**src/rtl/mem_arb_pkg.sv**
```systemverilog
// Shared types for the IF/MEM single-port RAM arbiter: FSM state, owner tag and
// a counter-width helper.
package mem_arb_pkg;

  typedef enum logic {ST_IDLE = 1'b0, ST_WAIT = 1'b1} state_e;
  typedef enum logic {OWN_I = 1'b0, OWN_D = 1'b1} owner_e;

  // Bits needed to hold the values 0..n inclusive.
  function automatic int cnt_w(input int n);
    return $clog2(n + 1);
  endfunction

endpackage

```
**src/rtl/mem_port_arbiter_if.sv**
```systemverilog
// Bus bundle between the IF/MEM stages, the arbiter and the RAM.
// The arbiter uses the slave view; the pipeline/RAM side uses the master view.
interface mem_port_arbiter_if #(
  parameter int WIDTH      = 12,
  parameter int DATA_WIDTH = 16
);
  logic                  i_req;
  logic [WIDTH-1:0]      i_addr;
  logic                  i_gnt;
  logic                  i_rvalid;
  logic [DATA_WIDTH-1:0] i_rdata;

  logic                  d_req;
  logic                  d_we;
  logic [WIDTH-1:0]      d_addr;
  logic [DATA_WIDTH-1:0] d_wdata;
  logic                  d_gnt;
  logic                  d_rvalid;
  logic [DATA_WIDTH-1:0] d_rdata;

  logic                  mem_en;
  logic                  mem_we;
  logic [WIDTH-1:0]      mem_addr;
  logic [DATA_WIDTH-1:0] mem_wdata;
  logic [DATA_WIDTH-1:0] mem_rdata;

  logic                  busy;

  modport slave (
    input  i_req, i_addr, d_req, d_we, d_addr, d_wdata, mem_rdata,
    output i_gnt, i_rvalid, i_rdata, d_gnt, d_rvalid, d_rdata,
           mem_en, mem_we, mem_addr, mem_wdata, busy
  );

  modport master (
    output i_req, i_addr, d_req, d_we, d_addr, d_wdata, mem_rdata,
    input  i_gnt, i_rvalid, i_rdata, d_gnt, d_rvalid, d_rdata,
           mem_en, mem_we, mem_addr, mem_wdata, busy
  );
endinterface

```
**src/rtl/mem_arb_prio.sv**
```systemverilog
// Winner select for the shared RAM: D side wins ties unless I has been passed
// over STARVE_LIMIT times in a row.
module mem_arb_prio
  import mem_arb_pkg::*;
#(
  parameter int STARVE_LIMIT = 4
) (
  input  logic clk,
  input  logic reset,
  input  logic i_req,
  input  logic d_req,
  input  logic fire,
  output logic grant_i,
  output logic grant_d
);
  localparam int            SW  = cnt_w(STARVE_LIMIT);
  localparam logic [SW-1:0] LIM = SW'(STARVE_LIMIT);

  logic [SW-1:0] streak;
  logic          starved;

  assign starved = (streak == LIM);

  always_comb begin
    grant_i = fire & i_req & (~d_req | starved);
    grant_d = fire & d_req & ~(i_req & starved);
  end

  // Streak only moves in arbitration cycles; it holds while a transaction is in flight.
  always_ff @(posedge clk) begin
    if (reset) begin
      streak <= '0;
    end else if (fire) begin
      if (grant_i || !i_req)
        streak <= '0;
      else if (grant_d && !starved)
        streak <= streak + 1'b1;
    end
  end

endmodule

```
**src/rtl/mem_port_arbiter.sv**
```systemverilog
// Shares one single-port synchronous RAM between instruction fetch and load/store,
// one transaction outstanding, fixed read latency MEM_LAT.
module mem_port_arbiter
  import mem_arb_pkg::*;
#(
  parameter int WIDTH        = 12,
  parameter int DATA_WIDTH   = 16,
  parameter int MEM_LAT      = 2,
  parameter int STARVE_LIMIT = 4
) (
  input  logic              clk,
  input  logic              reset,
  mem_port_arbiter_if.slave bus
);
  localparam int                    LW     = cnt_w(MEM_LAT);
  localparam logic [LW-1:0]         LAT    = LW'(MEM_LAT);
  localparam logic [WIDTH-1:0]      ADDR_Z = '0;
  localparam logic [DATA_WIDTH-1:0] DATA_Z = '0;

  state_e        state;
  owner_e        owner;
  logic [LW-1:0] lat_cnt;
  logic          we_q;
  logic          fire;
  logic          grant_i;
  logic          grant_d;

  // Reset must also block grants, otherwise a held request leaks through as mem_en.
  assign fire = (state == ST_IDLE) & ~reset;

  mem_arb_prio #(.STARVE_LIMIT(STARVE_LIMIT)) u_prio (
    .clk     (clk),
    .reset   (reset),
    .i_req   (bus.i_req),
    .d_req   (bus.d_req),
    .fire    (fire),
    .grant_i (grant_i),
    .grant_d (grant_d)
  );

  always_comb begin
    bus.i_gnt     = grant_i;
    bus.d_gnt     = grant_d;
    bus.mem_en    = grant_i | grant_d;
    bus.mem_we    = grant_d & bus.d_we;
    bus.mem_addr  = grant_d ? bus.d_addr : (grant_i ? bus.i_addr : ADDR_Z);
    bus.mem_wdata = grant_d ? bus.d_wdata : DATA_Z;
    bus.busy      = (state != ST_IDLE);
  end

  always_ff @(posedge clk) begin
    if (reset) begin
      state        <= ST_IDLE;
      owner        <= OWN_D;
      lat_cnt      <= '0;
      we_q         <= 1'b0;
      bus.i_rvalid <= 1'b0;
      bus.d_rvalid <= 1'b0;
      bus.i_rdata  <= DATA_Z;
      bus.d_rdata  <= DATA_Z;
    end else begin
      bus.i_rvalid <= 1'b0;
      bus.d_rvalid <= 1'b0;
      case (state)
        ST_IDLE: begin
          if (grant_i || grant_d) begin
            state   <= ST_WAIT;
            lat_cnt <= LAT;
            owner   <= grant_d ? OWN_D : OWN_I;
            we_q    <= grant_d & bus.d_we;
          end
        end
        ST_WAIT: begin
          lat_cnt <= lat_cnt - 1'b1;
          // Last latency cycle: RAM data is on mem_rdata now, response pulses next cycle.
          if (lat_cnt == LW'(1)) begin
            state <= ST_IDLE;
            if (owner == OWN_I) begin
              bus.i_rvalid <= 1'b1;
              bus.i_rdata  <= bus.mem_rdata;
            end else begin
              bus.d_rvalid <= 1'b1;
              if (!we_q)
                bus.d_rdata <= bus.mem_rdata;
            end
          end
        end
        default: state <= ST_IDLE;
      endcase
    end
  end

endmodule

```
**src/flat_wrapper.sv**
```systemverilog
// flat-port wrapper written by rule: the top's interface ports become plain ports
module mem_port_arbiter_flat import mem_arb_pkg::*;
#(
  parameter int WIDTH        = 12,
  parameter int DATA_WIDTH   = 16,
  parameter int MEM_LAT      = 2,
  parameter int STARVE_LIMIT = 4
)
  (clk, reset, bus_i_req, bus_i_addr, bus_d_req, bus_d_we, bus_d_addr, bus_d_wdata, bus_mem_rdata, bus_i_gnt, bus_i_rvalid, bus_i_rdata, bus_d_gnt, bus_d_rvalid, bus_d_rdata, bus_mem_en, bus_mem_we, bus_mem_addr, bus_mem_wdata, bus_busy);
  mem_port_arbiter_if #(.WIDTH(WIDTH), .DATA_WIDTH(DATA_WIDTH)) bus_i ();
  input  logic clk;
  input  logic reset;
  input wire logic [$bits(bus_i.i_req)-1:0] bus_i_req;
  input wire logic [$bits(bus_i.i_addr)-1:0] bus_i_addr;
  input wire logic [$bits(bus_i.d_req)-1:0] bus_d_req;
  input wire logic [$bits(bus_i.d_we)-1:0] bus_d_we;
  input wire logic [$bits(bus_i.d_addr)-1:0] bus_d_addr;
  input wire logic [$bits(bus_i.d_wdata)-1:0] bus_d_wdata;
  input wire logic [$bits(bus_i.mem_rdata)-1:0] bus_mem_rdata;
  output wire logic [$bits(bus_i.i_gnt)-1:0] bus_i_gnt;
  output wire logic [$bits(bus_i.i_rvalid)-1:0] bus_i_rvalid;
  output wire logic [$bits(bus_i.i_rdata)-1:0] bus_i_rdata;
  output wire logic [$bits(bus_i.d_gnt)-1:0] bus_d_gnt;
  output wire logic [$bits(bus_i.d_rvalid)-1:0] bus_d_rvalid;
  output wire logic [$bits(bus_i.d_rdata)-1:0] bus_d_rdata;
  output wire logic [$bits(bus_i.mem_en)-1:0] bus_mem_en;
  output wire logic [$bits(bus_i.mem_we)-1:0] bus_mem_we;
  output wire logic [$bits(bus_i.mem_addr)-1:0] bus_mem_addr;
  output wire logic [$bits(bus_i.mem_wdata)-1:0] bus_mem_wdata;
  output wire logic [$bits(bus_i.busy)-1:0] bus_busy;
  assign bus_i.i_req = bus_i_req;
  assign bus_i.i_addr = bus_i_addr;
  assign bus_i.d_req = bus_d_req;
  assign bus_i.d_we = bus_d_we;
  assign bus_i.d_addr = bus_d_addr;
  assign bus_i.d_wdata = bus_d_wdata;
  assign bus_i.mem_rdata = bus_mem_rdata;
  assign bus_i_gnt = bus_i.i_gnt;
  assign bus_i_rvalid = bus_i.i_rvalid;
  assign bus_i_rdata = bus_i.i_rdata;
  assign bus_d_gnt = bus_i.d_gnt;
  assign bus_d_rvalid = bus_i.d_rvalid;
  assign bus_d_rdata = bus_i.d_rdata;
  assign bus_mem_en = bus_i.mem_en;
  assign bus_mem_we = bus_i.mem_we;
  assign bus_mem_addr = bus_i.mem_addr;
  assign bus_mem_wdata = bus_i.mem_wdata;
  assign bus_busy = bus_i.busy;
  mem_port_arbiter #(.WIDTH(WIDTH), .DATA_WIDTH(DATA_WIDTH), .MEM_LAT(MEM_LAT), .STARVE_LIMIT(STARVE_LIMIT)) u_core (.clk(clk), .reset(reset), .bus(bus_i));
endmodule
```
**config.mk**
```make
export PLATFORM = sky130hd
export DESIGN_NAME = mem_port_arbiter_flat
export DESIGN_NICKNAME = d
export VERILOG_FILES = /design/src/rtl/mem_arb_pkg.sv /design/src/rtl/mem_port_arbiter_if.sv /design/src/rtl/mem_arb_prio.sv /design/src/rtl/mem_port_arbiter.sv /design/src/flat_wrapper.sv
export SDC_FILE = /design/constraint.sdc
export NUM_CORES = 1
export LEC_CHECK = 0
export CORE_ASPECT_RATIO = 0.9
export CORE_MARGIN = 1
export CORE_UTILIZATION = 25
export DETAILED_ROUTE_END_ITERATION = 6
export PLACE_DENSITY = 0.62
export SLEW_MARGIN = 10
export SYNTH_ARGS = -nofsm -noshare
export SYNTH_HDL_FRONTEND = slang
export SYNTH_SLANG_ARGS = --single-unit
```
**constraint.sdc**
```tcl
create_clock -name clk -period 2.2 [get_ports clk]
set_clock_uncertainty 0.1 [all_clocks]
set_input_delay 0.33 -clock clk [delete_from_list [all_inputs] [get_ports clk]]
set_output_delay 0.33 -clock clk [all_outputs]
set_load 0.01 [all_outputs]
```
Yosys cells after proc, flatten, opt, wreduce, memory -nomap -nowiden. Cells that the tools add are included.

Register bits after elaboration: 42. Input bits: 61. Output and inout port bits: 67. Logic and storage cells: 54.

$add $sub $neg: 2. Equal/unequal tests: 3. Multiplexer cells: 13. Bitwise operators: 16. Reduce and logical (&&, ||, !) cells: 11.

Operators with widths (number): $mux W12 (2); $mux W16 (1); $and A1 B1 Y1 (7); $not A1 Y1 (7); $mux W3 (2); $mux W1 (5); $pmux W2 S2 (1); $reduce_and A2 Y1 (2); $reduce_and A4 Y1 (1); $add A3 B1 Y3 const B (1); $eq A3 B3 Y1 const B (1); $reduce_and A3 Y1 (1); $reduce_or A3 Y1 (1); $eq A2 B1 Y1 const B (1); $logic_not A1 Y1 (2); $logic_or A1 B1 Y1 (2); $mux W2 (1); $ne A2 B2 Y1 const B (1); $or A1 B1 Y1 (2); $pmux W1 S2 (1); $reduce_bool A2 Y1 (1); $sub A2 B1 Y2 const B (1); $logic_and A1 B1 Y1 (1).

Logic depth before layout (Yosys ltp). Gate-level depths: netlist of run 1.

Depth after elaboration: 7. Gate-level depth with buffers: 7. Gate-level depth less buffers: 5.

By module. Synthesis of run 1 repeated with hierarchy kept, for this count alone.

Cells, all modules: 210. Area, all modules: 2082.0 µm².

Modules (own cells, without submodules): mem_port_arbiter (times used 1, cells each 187, area an instance 1883.1 µm², seq. area each 780.7 µm²); mem_arb_prio (times used 1, cells each 23, area an instance 198.9 µm², seq. area each 60.1 µm²).

Worst setup path after synthesis of run 1. Ideal clock, no wire load.

Kind: register to output. From: register u_core.u_prio.streak[0]. To: output port bus_mem_addr[10]. Data arrival time: 1.368 ns. Required time: 1.770 ns. Setup slack: 0.402 ns. Cell stages (with the launch flop): 7. Path buffers: 1. Path through: dfxtp_1 inv_1 ha_1 a21boi_2 and3b_1 buf_4 a22o_1.

Longest elaborated chain between the ends: 5. Elaborated cells on any way between the ends: 8. Classes of those cells: 1 x eq/ne; 2 x mux; 5 x bitwise.

RTL lines: from (decl) (line mem_arb_prio.sv:19) `logic [SW-1:0] streak;`; from (signal assigned) (line mem_arb_prio.sv:37) `streak <= streak + 1'b1;`; $eq A3 B3 Y1 (line mem_arb_prio.sv:22) `assign starved = (streak == LIM);`; $or A1 B1 Y1 (line mem_arb_prio.sv:25) `grant_i = fire & i_req & (~d_req | starved);`; $and A1 B1 Y1 (line mem_arb_prio.sv:25); net bus_i_gnt (line flat_wrapper.sv:20) `output wire logic [$bits(bus_i.i_gnt)-1:0] bus_i_gnt;`; $mux W12 (2 in series) (line mem_port_arbiter.sv:46) `bus.mem_addr = grant_d ? bus.d_addr : (grant_i ? bus.i_addr : ADDR_Z);`; to (decl) (line flat_wrapper.sv:28) `output wire logic [$bits(bus_i.mem_addr)-1:0] bus_mem_addr;`.

The timed path passes the listed nets, and every way through them passes these cells.

Final worst setup path of run 1.
From: input port bus_d_req. To: output port bus_mem_addr[0].

Longest elaborated chain between the ends: 5. Elaborated cells on any way between the ends: 7. Classes of those cells: 2 x mux; 5 x bitwise.

RTL lines: from (decl) (line flat_wrapper.sv:15) `input wire logic [$bits(bus_i.d_req)-1:0] bus_d_req;`; $not A1 Y1 (line mem_arb_prio.sv:25); $or A1 B1 Y1 (line mem_arb_prio.sv:25); $and A1 B1 Y1 (line mem_arb_prio.sv:25); $mux W12 (line mem_port_arbiter.sv:46); $mux W12 * (line mem_port_arbiter.sv:46).

Mark *: on every way between the ends. The rest lies on a longest branch, timed or not.

==> out/qor.csv, run 1 <==
stage,metric,value,unit
status,status,completed,
placed_design,placed wire-length estimate after detailed placement,4216,um
drt,drt drc,0,
drt,Routed Wire Length,5892,um
global_routing,total global routing overflow,0,
synthesis,most used flip-flop cell after synthesis,sky130_fd_sc_hd__dfxtp_1,
cells_and_area,count of antenna diodes in the layout,0,
synthesis,cell with the most instances after synthesis,sky130_fd_sc_hd__nand2_1,
sta,final slew viol count,0,
critical_path,endpoint class of the critical path,primary output,
sta,hold violation total from the final report,0,
synthesis,number of flip-flops and latches in the synthesized netlist,42,
global_routing,first-pass GRT wire length,9487,um
floorplan,I/O pin count,128,
synthesis,post-synthesis adder-cell area fraction,0.02033,
cts,clock latency on the worst-skew pair,280,ps
cts,register clock-pin slew on the reported worst setup and hold paths,80,ps
power_and_ir_drop,Leak,1.316,nW
critical_path,Max Fanout on Critical Path,13,
sta,setup repair after global routing missed its margin,no,
cells_and_area,share of final-layout standard cells stronger than drive strength 1,0.1180,
placed_design,Cells after DPL,440,
global_routing,maximum number of pins on one net before global-route repair,44,
floorplan,overall die width,92.60,um
global_routing,gr usage total,0.1526,
cells_and_area,final net count,420,
synthesis,largest family of logic cells by synthesized area,simple AND/OR/NAND/NOR gates,
synthesis,share of cell area taken by muxes after synthesis,0,
floorplan,Initial Utilization,0.2597,
synthesis,average footprint of a synthesized cell,8.136,um2
synthesis,"EDFF count, synth",0,
min_path,class of the most critical hold timing path,flop to flop,
sta,achievable frequency,0.4690,GHz
critical_path,worst endpoint required time,1770,ps
sta,post-route minimum period,2132,ps
global_routing,via count of the first global-routing pass,1868,
placed_design,PortBufs,127,
synthesis,YS warnings,0,
sta,final period utilization,0.9692,
cts,level count of the clock H-tree,2,
sta,max-slew headroom at the worst pin,0.6490,
drt,number of vias per cell after detailed routing,4.332,
synthesis,net count after synthesis,291,
synthesis,synthesized cell area,0.001847,mm2
drt,DR vias,1945,
critical_path,Arrival @ worst endpoint,1700,ps
synthesis,Synth Instances,227,
drt,DR iter-0 viols,44,
synthesis,"Seq/Total Area, Yosys",0.4553,
sta,hold slack final,355.5,ps
power_and_ir_drop,total power,1.706,mW
synthesis,synth unique cells,28,
run,count of max-cap constraint violations,0,
cells_and_area,final core occ,0.4645,
synthesis,cell taking the most area after synthesis,sky130_fd_sc_hd__dfxtp_1,
synthesis,Async SR Flop Fraction,0,
placed_design,final RePlAce weighted congestion,0.7530,
cts,maximum clock insertion buffer count,2,
synthesis,most used standard cells in the synthesized netlist,"sky130_fd_sc_hd__nand2_1 (67), sky130_fd_sc_hd__dfxtp_1 (42), sky130_fd_sc_hd__a21oi_1 (37)",
drt,drt first pass iters,4,
cts,clock buffers created by TritonCTS,5,
synthesis,"share of synthesized cell area in and, or, nand and nor gates",0.2629,
cells_and_area,synthesis-to-layout area growth,78.86,%
floorplan,number of cell rows,29,
synthesis,fraction of post-synthesis cell area in the top cell type by area,0.4553,
cts,hold-fix buffer count after cts,0,
power_and_ir_drop,maximum vdd ir drop,0.3315,mV
synthesis,compound-gate portion of the synthesized area,0.1890,
sta,Least-Margin Pin Slew,524.6,ps
critical_path,Worst Setup Start Kind,primary input,
cts,cell chosen for the clock root,sky130_fd_sc_hd__clkbuf_8,
critical_path,RR Startpoint,u_core.lat_cnt[1],
sta,Setup-failing EPs final,0,
drt,DRT antenna net count,0,
power_and_ir_drop,total power per unit cell area,516.4,mW/mm2
critical_path,Worst Setup Path Type,primary input to primary output,
floorplan,DIE AREA,0.007735,mm2
cells_and_area,Final Cell Area,0.003303,mm2
sta,Final Worst Setup Slack,67.76,ps
synthesis,xor/xnor cell area share of the yosys netlist,0,
cells_and_area,final cell count without fillers,449,
min_path,hold_sp,u_core.bus.i_rdata[14],
cells_and_area,fill count,735,
synthesis,cell types with the largest area share after synthesis,"sky130_fd_sc_hd__dfxtp_1 (46%), sky130_fd_sc_hd__nand2_1 (14%), sky130_fd_sc_hd__a21oi_1 (10%), sky130_fd_sc_hd__and2_1 (5.8%), sky130_fd_sc_hd__a22o_1 (5.7%)",
floorplan,DIE HEIGHT,83.54,um
placed_design,placed inst area,0.003218,mm2
critical_path,launch point of the worst path,bus_d_req,
floorplan,Core Area,0.007112,mm2
sta,TNS Setup,0,ps
placed_design,Worst Setup Slack post-DPL,-272.4,ps
global_routing,initial antenna violation count,0,
cts,clk sink count,42,
cts,clock tree from TritonCTS,done,
drt,WL/cell,13.12,um
## cells in the final DEF, fill, tap and decap left out, types with 5 or more instances in the layout
cell,instances
sky130_fd_sc_hd__clkdlybuf4s50_1,94
sky130_fd_sc_hd__nand2_1,67
sky130_fd_sc_hd__dfxtp_1,40
sky130_fd_sc_hd__a21oi_1,37
sky130_fd_sc_hd__dlygate4sd2_1,19
sky130_fd_sc_hd__and2_1,17
sky130_fd_sc_hd__buf_2,13
sky130_fd_sc_hd__a22o_1,12
sky130_fd_sc_hd__buf_4,9
sky130_fd_sc_hd__clkbuf_8,6
sky130_fd_sc_hd__nor2_1,5
## registers in the layout, summed over array words and instances, names as in the netlist
name                  cells
u_core.bus.busy           1
u_core.bus.d_rdata       16
u_core.bus.d_rvalid       1
u_core.bus.i_rdata       16
u_core.bus.i_rvalid       1
u_core.lat_cnt            2
u_core.owner              1
u_core.u_prio.streak      3
u_core.we_q               1
## report_power, final
part           switching [mW]  internal, mW  total, mW
sequential            0.00878         0.774      0.783
combinational           0.119         0.188      0.307
clock                   0.252         0.363      0.616
total                   0.381          1.33       1.71
## logic make-up (layout without fill, tap and decap cells)
| kind of cell | count (synthesis) | count (layout) |
|---|---|---|
| buffers and inverters | 23 | 152 |
| AOI/OAI and AO/OA | 56 | 56 |
| DFF | 42 | 42 |
| and+or+nand+nor | 103 | 103 |
| adders and majority gates | 3 | 3 |
## metal layers
layer	GRT usage	wire length [um]	up-vias
met3	0.03643	304	4
met5	0	0	-
met4	0.01989	32	0
met2	0.2566	2798	43
li1	-	-	1009
met1	0.2026	2756	889
## critical path, stage by stage
cell,delay [ps]
sky130_fd_sc_hd__clkdlybuf4s50_1,510
sky130_fd_sc_hd__a21boi_2,180
sky130_fd_sc_hd__and3b_1,220
sky130_fd_sc_hd__buf_12,150
sky130_fd_sc_hd__a22o_1,180
sky130_fd_sc_hd__buf_2,140
## path summary, 6_finish.rpt
path | end | slack (ps) | cells past startpoint
setup / recovery | bus_mem_addr[0] | 70 | 6
hold / removal | u_core.bus.i_rdata[14] | 360 | 2
setup reg to reg | u_core.bus.d_rdata[11] | 570 | 5
hold reg to reg | u_core.bus.i_rdata[14] | 360 | 2
## layout make-up
| type | instances | area [um2] | area share |
|---|---|---|---|
| timing repair buffer | 139 | 1319 | 0.3992 |
| tap | 93 | 116.4 | 0.03523 |
| multi-input combinational | 162 | 889.6 | 0.2693 |
| clock inverter | 1 | 30.03 | 0.009091 |
| clock buffer | 6 | 82.58 | 0.02500 |
| inverter | 6 | 22.52 | 0.006818 |
| sequential | 42 | 843.3 | 0.2553 |
## what timing repair did
action                                  in CTS  in global routing
endpoints found under the setup margin      31                 13
buffers inserted                             1                  0
cloned                                       1                  0
resized for setup                           77                  1
pin swaps                                    1                  0
No activity file was read; power rests on OpenSTA's default activity.
==> run 2: changes to the inputs <==
--- a/config.mk
+++ b/config.mk
@@ -10,7 +10,7 @@
 export CORE_UTILIZATION = 25
 export DETAILED_ROUTE_END_ITERATION = 6
 export PLACE_DENSITY = 0.62
-export SLEW_MARGIN = 10
+export SLEW_MARGIN = 20
 export SYNTH_ARGS = -nofsm -noshare
 export SYNTH_HDL_FRONTEND = slang
 export SYNTH_SLANG_ARGS = --single-unit
==> results of run 2 <==
Same layout as run 1: the final DEF is identical, and so are final timing and power.
==> run 3: changes to the inputs <==
--- a/config.mk
+++ b/config.mk
@@ -5,6 +5,7 @@
 export SDC_FILE = /design/constraint.sdc
 export NUM_CORES = 1
 export LEC_CHECK = 0
+export CAP_MARGIN = 20
 export CORE_ASPECT_RATIO = 0.9
 export CORE_MARGIN = 1
 export CORE_UTILIZATION = 25
==> results of run 3 <==
Same layout as run 1: the final DEF is identical, and so are final timing and power.
